File: config.mk
export PLATFORM = sky130hd
export DESIGN_NAME = scancode_ascii_decoder
export DESIGN_NICKNAME = d
export VERILOG_FILES = /design/src/rtl/scancode_ascii_decoder.sv
export SDC_FILE = /design/constraint.sdc
export NUM_CORES = 1
export LEC_CHECK = 0
export CAP_MARGIN = 20
export CORE_MARGIN = 2
export CORE_UTILIZATION = 53
export DETAILED_ROUTE_END_ITERATION = 10
export PLACE_DENSITY_LB_ADDON = 0.1
export RECOVER_POWER = 100
export SLEW_MARGIN = 20
export SYNTH_ARGS = -nofsm -noshare
export SYNTH_HDL_FRONTEND = slang
export SYNTH_SLANG_ARGS = --single-unit
File: constraint.sdc
create_clock -name clk -period 4.24 [get_ports clk]
set_input_delay 1.06 -clock clk [delete_from_list [all_inputs] [get_ports clk]]
set_output_delay 1.06 -clock clk [all_outputs]
set_load 0.03 [all_outputs]
File: src/rtl/scancode_ascii_decoder.sv
// scancode_ascii_decoder: PS/2 Set 2 scan-code byte stream -> ASCII characters.
// Tracks break (0xF0) and extended (0xE0) prefixes plus left/right Shift,
// maps printable make codes (US layout) and buffers the characters in a
// show-ahead FIFO with a valid/ready output handshake.
// Optional feature macro: SCANCODE_CAPS_EN (Caps Lock toggle on 0x58 make).
module scancode_ascii_decoder #(
  parameter int DEPTH = 8,
  parameter int CNT_W = $clog2(DEPTH+1)
) (
  input  logic             clk,
  input  logic             rst,
  input  logic [7:0]       code_in,
  input  logic             code_valid,
  output logic [7:0]       ascii_out,
  output logic             ascii_valid,
  input  logic             ascii_ready,
  output logic [CNT_W-1:0] fifo_count,
  output logic             overflow,
  output logic             caps_state
);
  localparam int PTR_W = (DEPTH > 1) ? $clog2(DEPTH) : 1;

  typedef enum logic [1:0] {IDLE, BRK, EXT, EXT_BRK} state_t;

  state_t           r_state, w_next;
  logic             r_shift_l, r_shift_r;
  logic             w_set_l, w_set_r, w_clr_l, w_clr_r;
  logic             w_push, w_push_ok, w_pop, w_full, w_upper, w_caps;
  logic [7:0]       w_char, w_lower;
  logic [7:0]       r_mem [DEPTH];
  logic [PTR_W-1:0] r_wr_ptr, r_rd_ptr;
  logic [CNT_W-1:0] r_count;
  logic             r_overflow;

  // Lower-case / digit / control character for a make code; 0 means unmapped.
  function automatic logic [7:0] f_map(input logic [7:0] c);
    case (c)
      8'h1C: f_map = 8'h61; 8'h32: f_map = 8'h62; 8'h21: f_map = 8'h63;
      8'h23: f_map = 8'h64; 8'h24: f_map = 8'h65; 8'h2B: f_map = 8'h66;
      8'h34: f_map = 8'h67; 8'h33: f_map = 8'h68; 8'h43: f_map = 8'h69;
      8'h3B: f_map = 8'h6A; 8'h42: f_map = 8'h6B; 8'h4B: f_map = 8'h6C;
      8'h3A: f_map = 8'h6D; 8'h31: f_map = 8'h6E; 8'h44: f_map = 8'h6F;
      8'h4D: f_map = 8'h70; 8'h15: f_map = 8'h71; 8'h2D: f_map = 8'h72;
      8'h1B: f_map = 8'h73; 8'h2C: f_map = 8'h74; 8'h3C: f_map = 8'h75;
      8'h2A: f_map = 8'h76; 8'h1D: f_map = 8'h77; 8'h22: f_map = 8'h78;
      8'h35: f_map = 8'h79; 8'h1A: f_map = 8'h7A;
      8'h45: f_map = 8'h30; 8'h16: f_map = 8'h31; 8'h1E: f_map = 8'h32;
      8'h26: f_map = 8'h33; 8'h25: f_map = 8'h34; 8'h2E: f_map = 8'h35;
      8'h36: f_map = 8'h36; 8'h3D: f_map = 8'h37; 8'h3E: f_map = 8'h38;
      8'h46: f_map = 8'h39;
      8'h29: f_map = 8'h20; 8'h5A: f_map = 8'h0D; 8'h66: f_map = 8'h08;
      default: f_map = 8'h00;
    endcase
  endfunction

`ifdef SCANCODE_CAPS_EN
  logic r_caps, w_tog_caps;
  // Caps Lock register toggles on each 0x58 make.
  always_ff @(posedge clk) begin
    if (rst)             r_caps <= 1'b0;
    else if (w_tog_caps) r_caps <= ~r_caps;
  end
  assign w_caps     = r_caps;
`else
  assign w_caps     = 1'b0;
`endif
  assign caps_state = w_caps;

  // Decoder state register.
  always_ff @(posedge clk) begin
    if (rst) r_state <= IDLE;
    else     r_state <= w_next;
  end

  // Prefix tracking: next state, advancing only on valid bytes.
  always_comb begin
    w_next = r_state;
    if (code_valid) begin
      case (r_state)
        IDLE:    if (code_in == 8'hF0)      w_next = BRK;
                 else if (code_in == 8'hE0) w_next = EXT;
        EXT:     w_next = (code_in == 8'hF0) ? EXT_BRK : IDLE;
        default: w_next = IDLE;
      endcase
    end
  end

  // Per-byte actions: modifier updates and character push.
  always_comb begin
    w_set_l = 1'b0; w_set_r = 1'b0; w_clr_l = 1'b0; w_clr_r = 1'b0;
`ifdef SCANCODE_CAPS_EN
    w_tog_caps = 1'b0;
`endif
    w_push  = 1'b0;
    w_lower = f_map(code_in);
    if (code_valid && r_state == IDLE && code_in != 8'hF0 && code_in != 8'hE0) begin
      w_set_l = (code_in == 8'h12);
      w_set_r = (code_in == 8'h59);
`ifdef SCANCODE_CAPS_EN
      w_tog_caps = (code_in == 8'h58);
`endif
      w_push  = (w_lower != 8'h00);
    end
    if (code_valid && r_state == BRK) begin
      w_clr_l = (code_in == 8'h12);
      w_clr_r = (code_in == 8'h59);
    end
  end

  // Letters flip case when exactly one of Shift / Caps is active.
  assign w_upper = (r_shift_l | r_shift_r) ^ w_caps;
  assign w_char  = (w_upper && w_lower >= 8'h61 && w_lower <= 8'h7A) ? (w_lower & 8'hDF) : w_lower;

  // Shift registers: make sets, break clears.
  always_ff @(posedge clk) begin
    if (rst) begin
      r_shift_l <= 1'b0;
      r_shift_r <= 1'b0;
    end else begin
      if (w_set_l) r_shift_l <= 1'b1; else if (w_clr_l) r_shift_l <= 1'b0;
      if (w_set_r) r_shift_r <= 1'b1; else if (w_clr_r) r_shift_r <= 1'b0;
    end
  end

  // A full FIFO still accepts a push when the head is popped in the same cycle.
  assign w_full    = (r_count == CNT_W'(DEPTH));
  assign w_pop     = ascii_valid && ascii_ready;
  assign w_push_ok = w_push && (!w_full || w_pop);

  // FIFO storage; contents need no reset because the count gates the output.
  always_ff @(posedge clk) begin
    if (!rst && w_push_ok) r_mem[r_wr_ptr] <= w_char;
  end

  // FIFO pointers, fill count and sticky overflow flag.
  always_ff @(posedge clk) begin
    if (rst) begin
      r_wr_ptr   <= '0;
      r_rd_ptr   <= '0;
      r_count    <= '0;
      r_overflow <= 1'b0;
    end else begin
      if (w_push_ok) r_wr_ptr <= r_wr_ptr + 1'b1;
      if (w_pop)     r_rd_ptr <= r_rd_ptr + 1'b1;
      case ({w_push_ok, w_pop})
        2'b10:   r_count <= r_count + 1'b1;
        2'b01:   r_count <= r_count - 1'b1;
        default: r_count <= r_count;
      endcase
      if (w_push && !w_push_ok) r_overflow <= 1'b1;
    end
  end

  assign ascii_valid = (r_count != '0);
  assign ascii_out   = ascii_valid ? r_mem[r_rd_ptr] : 8'h00;
  assign fifo_count  = r_count;
  assign overflow    = r_overflow;
endmodule

==> results of run 1 <==
-- synthesized netlist by cell type (all sizes together), types with 5 or more instances --
cell,n
nor2b,6
edfxtp,56
ha,11
nor3,8
mux4,14
nor4,5
mux2i,18
inv,13
nor2,33
clkbuf,7
nand2,24
o21ai,15
nand2b,9
dfxtp,18
buf,15
a21oi,19
-- sequential cells by signal, summed over array words and instances, names as in the netlist, named ones only --
name        cells
fifo_count      4
overflow        1
r_mem          56
r_rd_ptr        3
r_shift_l       1
r_shift_r       1
r_state         2
r_wr_ptr        3
-- cells by family after synthesis --
| kind of cell | count (synthesis) |
|---|---|
| AOI/OAI and AO/OA | 68 |
| xor gates and xnor gates | 4 |
| adders and majority gates | 12 |
| buffers and inverters | 35 |
| DFF | 74 |
| muxes | 35 |
| other | 1 |
| and+or+nand+nor | 114 |
-- critical path: stages --
cell	delay, ns
dlygate4sd3_1	0.56
or2_0	0.31
or4_4	0.58
o22ai_4	0.20
nor4_4	0.08
a31oi_2	0.22
inv_2	0.06
ha_1	0.27
a21o_1	0.18
a21oi_1	0.17
mux2i_1	0.21
mux2_1	0.33
-- worst paths after layout --
path,cells past startpoint,startpoint,to,slack (ns)
min reg2reg,2,overflow,overflow,0.48
min,2,overflow,overflow,0.48
max reg2reg,12,fifo_count[0],fifo_count[3],1.32
max,12,code_in[6],fifo_count[3],0.24
-- cells in the final DEF, fill, tap and decap left out, types with 4 or more instances in the layout --
master / n
edfxtp_1: 56
ha_1: 8
inv_1: 10
nor2_1: 33
buf_4: 45
nand3_1: 4
nor2b_1: 6
mux4_2: 14
nand2b_1: 9
a21oi_1: 18
mux2i_1: 18
nand2_1: 24
dfxtp_1: 18
o21ai_0: 15
clkdlybuf4s50_1: 7
clkbuf_8: 10
nor3_1: 8
clkbuf_1: 20
dlygate4sd3_1: 14
-- layer usage --
layer  up-vias  track usage (%)
met5         -                0
met4         0             6.44
met3        10             3.40
met2        88             40.7
met1      1425             29.1
li1       1459                -
-- metrics by stage --
step                worst slack, ns  total power, mW  utilization, %
floorplan                    0.0821             1.46               -
global route                 0.0602             2.45            68.3
global placement             -0.276             1.80            66.1
detailed placement           -0.338             1.81            66.1
finish                        0.240             2.32            68.3
CTS                         0.00722             2.39            69.0
-- area by class of cell --
cell class / count / area share, %
repair buffers: 95 / 14.6
clock inverters: 6 / 1.45
inverters: 13 / 0.975
clock buffers: 10 / 2.75
multi-input cells: 235 / 37.0
flip-flops and latches: 74 / 40.8
well taps: 99 / 2.48
-- power by group through the flow --
stage          Sequential, mW  Combinational, mW  Clock [mW]
4_1_cts                 0.875              0.918       0.594
3_3_place_gp            0.890              0.908           0
3_5_place_dp            0.892              0.916           0
2_1_floorplan           0.905              0.555           0
5_1_grt                 0.882              0.946       0.617
6_report                0.874              0.863       0.578
==> results.cfg, run 1 <==
[route]
antenna_left = 0
avgViaCountPerCell = 5.61
wl_per_cell_um = 17.4
drt-initial-drc-count = 147
wl_met3_um = 445
dr.pass1.iters = 4
dr_total_vias = 2982
m1WireLength_mm = 3.91
wl_met2_mm = 4.81
drt_wl_total_mm = 9.26
route.detailed.drc = 0
top_layer = met4

[logic_synthesis]
synth_compound_area_share_pct = 12.2
synth_fa_ha_area_share_pct = 3.90
synth-seq-cells = 74
synth_top_family_by_area = simple AND/OR/NAND/NOR gates
synth.area.top_cells = edfxtp_1 (42%), dfxtp_1 (8.9%), mux4_2 (7.8%)
syn_inst = 343
yosys.area.top_type_share_pct = 41.6
synth_mux_area_share_pct = 13.1
synthFlopType = edfxtp_1
ys_types = 66
yosys_warnings = 0
syn-cell-area_um2 = 4040
synth_edf_count = 56
async_flop_share_pct = 0
synthSimpleGateAreaFrac_pct = 15.2
postSynthAreaPerCell_um2 = 11.8
seq_area_frac_synth_pct = 50.6
synth_xor_area_share_pct = 0.867
synth_top_cell_by_area = edfxtp_1

[power]
vdd_ir_drop_max_v = 0.000385
seqPwrFrac_pct = 37.8
power_density_nw_per_um2 = 463
cellLeakagePower_nw = 1.83
p_int_mw = 1.52
power.switching_mw = 0.798
clock_power_share_pct = 25.0
combPwrFrac_pct = 37.3
p_sw_share_pct = 34.5

[clocking]
h-tree-depth = 3
ctsResizeCount = 0
cts_sinks = 74
hold_buffers = 0
numCtsBuffers = 9
cts_tree = done
clkLatencyLatePin_ns = 0.33
postCtsSetupRepairBufs = 0
clk_pin_slew_ns = 0.09
cts-root-buf = clkbuf_8
cts_buffer_depth = 2

[placement]
gp_congestion = 0.932
portBuffers = 24
dpl.cell_count = 516
dpl.hpwl_mm = 6.82
placed_area_um2 = 4850

[worst_setup_path]
crit_type = primary input to flop
arrival_ns = 4.23
path_max_fanout = 3
cp.required_ns = 4.47
start_kind = primary input
cp-end-kind = flop

[sta]
grt_setup_unrepaired = false
min_period_ns = 4.00
finalClockSkew_ns = 0.0111
timing.hold.ws_ns = 0.478
post-route-period-util_pct = 94.3
slew_headroom_pct = 52.1
clock.fmax_mhz = 250
tns_ns = 0
hold_violations = 0
maxSlewViolCount = 0
setup_viol = 0
tightestPinTransition_ns = 0.713

[floorplanning]
die_y_um = 91.3
core_um2 = 7330
dieArea_um2 = 8330
floorplan.initialDensity_pct = 55.1
die_x_um = 91.3
fp-row-count = 31
io_pins = 27

[layout]
fillers = 556
ff_latch_area_um2 = 2040
drive_gt1_share_pct = 24.5
fin_area_um2 = 5000
nets = 452
diodes = 0
instances_no_fill = 532
multiInputGateArea_um2 = 1850
syn2layout_area_growth_pct = 23.9

[grt]
grt_pass1_vias = 3071
grt_pass1_wl_mm = 14.9
grt_max_degree = 33
antenna_found_initial = 0
grt_overflow_total = 0
grt_usage_pct = 22.9

[run]
drv_cap = 0

[run_status]
status = finished, final reports clean

[min_path]
worst_hold_path_type = flop to flop
Power figures use the tool's default switching activity.
==> inputs of run 2 (changes only) <==
Settings changed: CORE_ASPECT_RATIO from default to 0.7, SLEW_MARGIN 20 to default.
==> run 2 against run 1 <==
Against the previous run:
- first-iteration DRC count up 93%
- final area up 2.9%
- via count up 4.2%
- combinational power up 7.0%
- register-to-register slack worse by 0.04 ns
- worst setup slack worse by 0.14 ns
- final cell count unchanged
- global-route usage up 1.9 points
- critical endpoint unchanged
- highest routed layer unchanged
==> results.cfg, run 2 (same netlist as run 1, synthesis figures left out) <==
[power]
vdd_ir_drop_max_v = 0.000305
p_sw_share_pct = 32.9
combPwrFrac_pct = 37.5
power_density_nw_per_um2 = 478
p_int_mw = 1.65
power.switching_mw = 0.811
clock_power_share_pct = 26.9
cellLeakagePower_nw = 1.89
seqPwrFrac_pct = 35.6

[placement]
dpl.hpwl_mm = 7.19
placed_area_um2 = 4830
dpl.cell_count = 515
gp_congestion = 0.957
portBuffers = 24

[sta]
tightestPinTransition_ns = 0.747
hold_violations = 0
min_period_ns = 4.14
setup_viol = 0
finalClockSkew_ns = 0.0107
post-route-period-util_pct = 97.7
tns_ns = 0
slew_headroom_pct = 50.0
clock.fmax_mhz = 241
maxSlewViolCount = 0

[clocking]
clk_pin_slew_ns = 0.08
h-tree-depth = 3
clkLatencyLatePin_ns = 0.34
cts-root-buf = clkbuf_8
cts_tree = done
hold_buffers = 0
cts_buffer_depth = 2
numCtsBuffers = 9
cts_sinks = 74

[floorplanning]
die_x_um = 108
floorplan.initialDensity_pct = 54.9
io_pins = 27
die_y_um = 77.0
core_um2 = 7350
fp-row-count = 26
dieArea_um2 = 8350

[min_path]
worst_hold_path_type = flop to flop

[layout]
regMostFlops = r_mem
final_common_cell = buf_4
fin_area_um2 = 5150
syn2layout_area_growth_pct = 27.4
fillers = 550
layout_common_cells = buf_4 (67), edfxtp_1 (56), nor2_1 (32), nand2_1 (24)
ff_latch_area_um2 = 2040
drive_gt1_share_pct = 29.7
instances_no_fill = 532
largest_reg_flops = 56
nets = 453
diodes = 0
multiInputGateArea_um2 = 1900

[worst_setup_path]
r2r_slack_ns = 1.28
cp-end-kind = flop
arrival_ns = 4.37
cp.required_ns = 4.47
start_kind = primary input
crit_type = primary input to flop
path_max_fanout = 9

[route]
avgViaCountPerCell = 5.84
wl_per_cell_um = 18.4
route.detailed.drc = 0
dr_total_vias = 3107
antenna_left = 0
dr.pass1.iters = 5
drt_wl_total_mm = 9.78
drt-initial-drc-count = 284

[grt]
grt_overflow_total = 0
grt_max_degree = 22
grt_pass1_wl_mm = 15.5
grt_usage_pct = 24.8
grt_pass1_vias = 2988
antenna_found_initial = 0

[run_status]
status = finished, final reports clean

[run]
drv_cap = 0
-- run 2: cell types whose count changed in the layout (fill, tap and decap cells not counted), moves of 2 or more --
cell             before  now
a2111oi_4             0    2
buf_4                45   67
bufinv_16             1    3
clkbuf_1             20    4
clkbuf_2              2    0
clkdlybuf4s50_1       7   16
dlygate4sd3_1        14    6
dlymetal6s2s_1        3    1
nor3b_2               2    0
nor3b_4               0    2
-- run 2: critical path, stage by stage --
cell and delay, ns:
clkdlybuf4s50_1 0.54, buf_4 0.19, nand2_1 0.12, a2111oi_4 0.37
or4_1 0.21, o22ai_4 0.09, nor4_4 0.35, a31oi_2 0.15
inv_2 0.11, ha_1 0.23, a21o_1 0.17, a21oi_1 0.19
mux2i_1 0.24, mux2_1 0.34
-- run 2: layout make-up --
cell class	instances	area share [%]
inverter	13	0.948
multi-input combinational	235	37.0
clock buffer	9	2.41
sequential	74	39.7
clock inverter	7	2.41
tap	98	2.38
timing repair buffer	96	15.2
-- run 2: repair_timing --
item                                    4_1_cts  5_1_grt
endpoints found under the setup margin        1        1
pin swaps                                     5        2
resized for setup                             9       12
hold endpoints to repair                      0        0
setup buffers                                 1        0
-- run 2: layer usage --
layer | vias up | global-route usage [%] | wire, µm
met5 | - | 0 | 0
met1 | 1518 | 36.6 | 4570
li1 | 1460 | - | -
met4 | 0 | 5.26 | 100
met2 | 118 | 37.5 | 4450
met3 | 11 | 6.12 | 660
-- run 2: power groups by stage --
stage | combinational, mW | clock (mW) | sequential (mW)
6_report | 0.923 | 0.663 | 0.875
5_1_grt | 0.997 | 0.711 | 0.883
4_1_cts | 0.930 | 0.677 | 0.876
3_5_place_dp | 0.921 | 0 | 0.893
3_3_place_gp | 0.905 | 0 | 0.890
2_1_floorplan | 0.555 | 0 | 0.905
-- run 2: path summary, 6_finish.rpt --
| kind | from | endpoint | cells after the start |
|---|---|---|---|
| worst max register to register | fifo_count[0] | fifo_count[3] | 12 |
| worst min register to register | r_shift_r | r_shift_r | 2 |
| worst min-delay path | r_shift_r | r_shift_r | 2 |
| worst max-delay path | code_in[2] | fifo_count[3] | 14 |
-- run 2: per-stage QoR --
stage	util [%]	hold slack (ns)	setup WS [ns]	power, mW
final	70.0	0.476	0.0964	2.46
after global routing	70.0	0.508	-0.00263	2.59
after CTS	69.7	0.484	0.0195	2.48
after detailed placement	65.8	0.472	-0.509	1.81
after global placement	65.8	0.456	-0.373	1.79
after floorplan	-	0.439	0.0821	1.46
